--- src/rtl/mem_defs.sv ---
// Memory geometry and load/store FSM encoding, shared by the load/store unit
// and the data memory.
package mem_defs;

  localparam int ADDR_W     = 12;
  localparam int BYTE_W     = 8;
  localparam int WORD_BYTES = 6;
  localparam int WORD_W     = BYTE_W * WORD_BYTES;

  localparam logic [2:0] LAST_CNT = 3'(WORD_BYTES - 1);

  typedef enum logic [1:0] {
    LSU_IDLE = 2'd0,
    LSU_XFER = 2'd1,
    LSU_DONE = 2'd2
  } lsu_state_t;

  // Byte 0 of a word is its most significant byte, so lane cnt starts here.
  function automatic int lane_lsb(logic [2:0] cnt);
    return WORD_W - BYTE_W * (int'(cnt) + 1);
  endfunction

endpackage

--- src/rtl/load_store_unit.sv ---
// Splits one 48-bit load/store into six sequential byte accesses on a
// byte-wide memory port and returns the result through a valid/ready response.
module load_store_unit
  import mem_defs::*;
(
  input  logic              clk,
  input  logic              reset,
  input  logic              req_valid,
  output logic              req_ready,
  input  logic              req_write,
  input  logic [ADDR_W-1:0] req_adr,
  input  logic [WORD_W-1:0] req_wdata,
  output logic              resp_valid,
  input  logic              resp_ready,
  output logic [WORD_W-1:0] resp_rdata,
  output logic [ADDR_W-1:0] mem_adr,
  output logic [BYTE_W-1:0] mem_wdata,
  output logic              mem_write,
  output logic              mem_read,
  input  logic [BYTE_W-1:0] mem_rdata
);

  lsu_state_t        state;
  lsu_state_t        state_nxt;
  logic [2:0]        cnt;
  logic              write_q;
  logic [ADDR_W-1:0] adr_q;
  logic [WORD_W-1:0] wdata_q;
  logic [WORD_W-1:0] rdata_q;
  logic              accept;
  logic              xfer;

  assign accept = req_valid && (state == LSU_IDLE);
  assign xfer   = (state == LSU_XFER);

  always_ff @(posedge clk) begin
    if (reset) begin
      state <= LSU_IDLE;
    end else begin
      state <= state_nxt;
    end
  end

  always_comb begin
    state_nxt = state;
    case (state)
      LSU_IDLE: if (accept) state_nxt = LSU_XFER;
      LSU_XFER: if (cnt == LAST_CNT) state_nxt = LSU_DONE;
      LSU_DONE: if (resp_ready) state_nxt = LSU_IDLE;
      default:  state_nxt = LSU_IDLE;
    endcase
  end

  // Request capture and byte-lane demux for load data
  always_ff @(posedge clk) begin
    if (reset) begin
      cnt     <= '0;
      write_q <= 1'b0;
      adr_q   <= '0;
      wdata_q <= '0;
      rdata_q <= '0;
    end else begin
      case (state)
        LSU_IDLE: begin
          if (accept) begin
            write_q <= req_write;
            adr_q   <= req_adr;
            wdata_q <= req_wdata;
            rdata_q <= '0;
            cnt     <= '0;
          end
        end
        LSU_XFER: begin
          if (!write_q) begin
            rdata_q[lane_lsb(cnt) +: BYTE_W] <= mem_rdata;
          end
          cnt <= (cnt == LAST_CNT) ? 3'd0 : cnt + 3'd1;
        end
        default: ;
      endcase
    end
  end

  // Memory port is decoded from state; address wraps modulo 2^ADDR_W
  always_comb begin
    req_ready  = (state == LSU_IDLE);
    resp_valid = (state == LSU_DONE);
    resp_rdata = rdata_q;
    mem_write  = xfer && write_q;
    mem_read   = xfer && !write_q;
    mem_adr    = xfer ? adr_q + ADDR_W'(cnt) : '0;
    mem_wdata  = mem_write ? wdata_q[lane_lsb(cnt) +: BYTE_W] : '0;
  end

endmodule

--- config.mk ---
export PLATFORM = sky130hd
export DESIGN_NAME = load_store_unit
export DESIGN_NICKNAME = d
export VERILOG_FILES = /design/src/rtl/mem_defs.sv /design/src/rtl/load_store_unit.sv
export SDC_FILE = /design/constraint.sdc
export NUM_CORES = 1
export LEC_CHECK = 0
export BUFFER_PORTS_ARGS = -buffer_cell sky130_fd_sc_hd__buf_2
export CAP_MARGIN = 20
export CORE_MARGIN = 1.5
export CORE_UTILIZATION = 50
export CTS_CLUSTER_SIZE = 12
export DETAILED_ROUTE_END_ITERATION = 8
export PLACE_DENSITY_LB_ADDON = 0.1
export SYNTH_ARGS = -nofsm -noshare
export SYNTH_HDL_FRONTEND = slang
export SYNTH_SLANG_ARGS = --single-unit
--- constraint.sdc ---
create_clock -name clk -period 4.36 [get_ports clk]
set_clock_uncertainty 0.2 [all_clocks]
set_input_delay 0.654 -clock clk [delete_from_list [all_inputs] [get_ports clk]]
set_output_delay 0.654 -clock clk [all_outputs]
set_load 0.01 [all_outputs]
# [Yosys cells after proc, flatten, opt, wreduce, memory -nomap -nowiden]
# Cells that the tools add are included.
[classes] n_shift=3 n_addsub=5 reduce_logical=10 muxes=13 n_eq_ne=7
[op_table] op="two-way mux 48 bit" count=2
[op_table] op="case mux 48 bit (2 select lines)" count=1
[op_table] op="bitwise mux 48 bit" count=1
[op_table] op="variable shift 8 x 33 -> 48 bit (first input constant)" count=1
[op_table] op="variable part select 48 x 8 -> 8 bit" count=1
[op_table] op="variable part select 8 x 33 -> 48 bit" count=1
[op_table] op="negation 8 -> 33 bit" count=1
[op_table] op="adder 12 x 3 -> 12 bit" count=1
[op_table] op="two-way mux 12 bit" count=1
[op_table] op="two-way mux 8 bit" count=1
[op_table] op="subtractor 6 x 7 -> 8 bit (first input constant)" count=1
[op_table] op="two-way mux 2 bit" count=3
[op_table] op="two-way mux 3 bit" count=2
[op_table] op="inequality test 2 x 1 -> 1 bit (second input constant)" count=3
[op_table] op="case mux 2 bit (3 select lines)" count=1
[op_table] op="case mux 3 bit (2 select lines)" count=1
[op_table] op="AND reduction 3 bit" count=2
[op_table] op="adder 3 x 1 -> 4 bit (second input constant)" count=1
[op_table] op="AND reduction 2 bit" count=2
[op_table] op="adder 3 x 1 -> 3 bit (second input constant)" count=1
[op_table] op="== test 3 bit (second input constant)" count=1
[op_table] op="logical AND 1 bit" count=3
[op_table] op="== test 2 x 1 -> 1 bit (second input constant)" count=1
[op_table] op="== test 2 bit (second input constant)" count=1
[op_table] op="4 further kinds" count=4
[totals] wordCells=44 regBits=114 input_bits=73

# [Logic depth before layout (Yosys ltp)]
[logic_depth] depth_word=7 ltp_mapped=10 ltp_nobuf=7

# [Worst setup path before layout]
# No wires, ideal clock.
[synth_timing] path_kind="reg2out" startpoint="register cnt[0]" endpoint="output port mem_wdata[4]" path_slack_ns=1.113 t_arrival_ns=2.393 path_stages_with_launch=9 required_ns=3.506 cell_sequence="dfxtp_1 clkbuf_1 inv_1 ha_1 clkbuf_1 inv_1 or3_1 o311a_1 a211oi_1"
[synth_via] elab_chain_cells=4
[synth_rtl] element="start: declaration" line="load_store_unit.sv:25" source="logic [2:0] cnt;"
[synth_rtl] element="start signal: assignment" line="load_store_unit.sv:77" source="cnt <= (cnt == LAST_CNT) ? 3'd0 : cnt + 3'd1;"
[synth_rtl] element="adder 3 x 1 -> 4 bit" line="mem_defs.sv:20" source="return WORD_W - BYTE_W * (int'(cnt) + 1);"
[synth_rtl] element="subtractor 6 x 7 -> 8 bit" line="mem_defs.sv:20"
[synth_rtl] element="variable part select 48 x 8 -> 8 bit" line="load_store_unit.sv:92" source="mem_wdata = mem_write ? wdata_q[lane_lsb(cnt) +: BYTE_W] : '0;"
[synth_rtl] element="two-way mux 8 bit" line="load_store_unit.sv:92"
[synth_rtl] element="end: declaration" line="load_store_unit.sv:17" source="output logic [BYTE_W-1:0] mem_wdata,"
# Every way passes these cells.

# [Final worst setup path]
[layout_timing] startpoint="register cnt[0]" endpoint="output port mem_wdata[6]"
# Same word-level chain as after synthesis.

==> impl_metrics.py <==
metrics = {
    "outcome": {
        "outcome": "finished clean",
    },
    "timing": {
        "rsz0062_at_grt": "no",
        "fin_tns_setup_ns": 0,
        "finalSetupViolCount": 0,
        "finalHoldWorstSlack_ns": 0.1737,
        "finalMaxSlewViolations": 0,
        "period_needed_ns": 4.164,
        "tightest_slew_ns": 0.8415,
        "max_freq_ghz": 0.2401,
        "relSlewSlack_pct": 43.90,
        "fin_crit_sh_pct": 95.51,
        "hold_viol": 0,
        "worst_slack_ns": 0.1958,
    },
    "detailed_routing": {
        "wl_per_cell_um": 15.66,
        "firstDrtPassIters": 5,
        "route.detailed.drc": 0,
        "antenna_left": 0,
        "num_vias": 4827,
        "viasPerCell": 5.467,
        "drtIter0Drc": 262,
        "wirelength_um": 13830,
    },
    "grt": {
        "grt-ovfl-total": 0,
        "grt_pass1_wl_um": 21550,
        "grt_pass1_vias": 4407,
        "grt_max_degree": 64,
        "grt_usage_pct": 26.41,
        "antenna_found_initial": 0,
    },
    "yosys": {
        "synthDistinctLibCells": 57,
        "yosysMostFrequentCell": "nand2_1",
        "yosysTopAreaCell": "dfxtp_1",
        "syn_area_um2": 5032,
        "synth_flop_cell": "dfxtp_1",
        "synthesis.nets": 685,
        "synth-seq-cells": 114,
        "synth-edff-count": 0,
        "synth.area.top_cells": "dfxtp_1 (45%), nand2_1 (11%), a21oi_1 (7.6%)",
        "syn_avg_cell_area_um2": 8.332,
        "synth.top_cells.by_count": "nand2_1 (147), dfxtp_1 (114), a21oi_1 (76)",
        "synth_top_area_share_pct": 45.35,
        "ys_seq_area_share_pct": 45.35,
        "async_flop_share_pct": 0,
        "synthCells": 604,
        "synth_warnings": 0,
    },
    "place": {
        "io_buffers": 144,
        "dp_hpwl_um": 9856,
        "gp_congestion": 0.8775,
        "pre_cts_slack_ns": 0.6804,
    },
    "setup_path": {
        "cp.required_ns": 3.51,
        "cpMaxStageDelayCell": "nor2b_1",
        "crit_chain": "inv_1, ha_1, nor2b_1, a22o_1, a21oi_1, a221oi_1, buf_2",
        "slowest_delay_ns": 0.63,
        "critPathMaxFanout": 14,
        "start_kind": "register",
        "arrival_ns": 3.31,
        "path_buf_inv": 2,
        "cp_top_family": "compound AO/OA/AOI/OAI gates",
        "crit_type": "reg -> out",
        "cp-end-kind": "output port",
    },
    "power_and_ir_drop": {
        "power_w": 0.002787,
        "vdd_ir_drop_max_mv": 0.2452,
        "p_leak_nw": 2.771,
        "p_per_area_nw_per_um2": 433.7,
    },
    "clock_network": {
        "cts_resized": 0,
        "clk_latency_ns": 0.51,
        "htree_levels": 4,
        "cts_root_buffer": "clkbuf_8",
        "clk_pin_slew_ns": 0.06,
        "clock-sinks": 114,
        "ctsHoldBuffers": 0,
        "cts_tree": "done",
        "post-cts-setup-buffer-count": 0,
        "cts-buffers-inserted": 17,
        "clk_path_buf_depth": 2,
    },
    "finish": {
        "diodes": 0,
        "drive_gt1_share_pct": 26.53,
        "syn_to_final_growth_pct": 27.67,
        "nets": 818,
        "fin_util_pct": 65.73,
    },
    "floorplanning": {
        "rows": 36,
        "die_x_um": 103.3,
        "start_util_pct": 51.48,
        "io_pins": 145,
        "dieArea_um2": 10680,
        "die_h_um": 103.3,
        "fp.coreArea_um2": 9774,
    },
    "run": {
        "maxCapViolations": 0,
    },
    "min_path": {
        "hp-class": "in -> reg",
    },
}
[tightest hold or removal path: stages]
cell     delay [ns]
buf_2          0.10
nand2_1        0.04
a21oi_1        0.05
[where the power goes]
part	leakage (nW)	switching, W	total (W)	internal (W)
registers	0.929	0.0000335	0.00112	0.00109
clock network	0.282	0.000491	0.00139	0.000897
logic	1.56	0.000173	0.000279	0.000107
[cell usage in the layout, fill, tap and decap left out, types with 3 or more instances in the layout]
| cell type | instances |
|---|---|
| nand2_1 | 146 |
| buf_2 | 144 |
| dfxtp_1 | 114 |
| a21oi_1 | 76 |
| nor2_1 | 39 |
| a22o_1 | 29 |
| nor2b_1 | 17 |
| a22oi_1 | 16 |
| clkbuf_16 | 16 |
| nand2b_1 | 14 |
| xnor2_1 | 10 |
| o21ai_0 | 9 |
| o2bb2ai_1 | 8 |
| xor2_1 | 6 |
| ha_1 | 6 |
| inv_1 | 5 |
| and2_1 | 5 |
| nand3_1 | 5 |
| clkinvlp_4 | 5 |
| buf_4 | 5 |
| mux2_2 | 4 |
| o21a_1 | 3 |
| o22ai_1 | 3 |
| or3_1 | 3 |
| a31oi_1 | 3 |
| a21o_1 | 3 |
| and3_1 | 3 |
| clkbuf_8 | 3 |
| clkinv_2 | 3 |
| bufinv_16 | 3 |
[metal layers]
layer	GRT usage, %	wire length [um]
met5	0	0
met4	8.524	150
met3	5.309	838
met2	44.99	6824
met1	33.70	6018
[worst paths after layout]
path	cells past startpoint	slack (ns)	start	to
setup / recovery	7	0.20	cnt[0]$_SDFFE_PP0P_	mem_wdata[6]
hold / removal	3	0.17	req_wdata[23]	wdata_q[23]$_SDFFE_PP0P_
setup reg to reg	7	0.96	cnt[0]$_SDFFE_PP0P_	resp_rdata[5]$_SDFFE_PP0P_
hold reg to reg	2	0.25	resp_rdata[22]$_SDFFE_PP0P_	resp_rdata[22]$_SDFFE_PP0P_
[metrics by stage]
| step | instance area (um^2) | instances |
|---|---|---|
| CTS | 6422 | 883 |
| floorplan | 5032 | 604 |
| global route | 6425 | 883 |
| global placement | 5821 | 851 |
| finish | 6425 | 883 |
| detailed placement | 5821 | 851 |
[layout make-up]
cell class / instances / area [um^2]
fill: 892 / 3349
multi-input combinational: 450 / 2597
sequential: 114 / 2282
timing repair buffer: 149 / 758.2
clock buffer: 19 / 441.7
tap: 133 / 166.4
clock inverter: 13 / 160.2
inverter: 5 / 18.77
[flip-flops by register name, indices dropped and copies added, names as in the netlist]
signal,flops
adr_q,12
resp_rdata,48
wdata_q,48
cnt,3
state,2
write_q,1
[kinds of logic (layout without fill, tap and decap cells)]
logic type | count (synthesis) | in the layout | synth area share (%)
simple gates | 251 | 251 | 22.50
fa+ha+maj | 8 | 8 | 2.138
flops | 114 | 114 | 45.35
mux | 5 | 5 | 1.343
compound gates | 169 | 169 | 22.28
buf+inv | 40 | 186 | 3.282
xor+xnor | 17 | 17 | 3.108
Note: power is estimated with default switching activity, not from simulation.
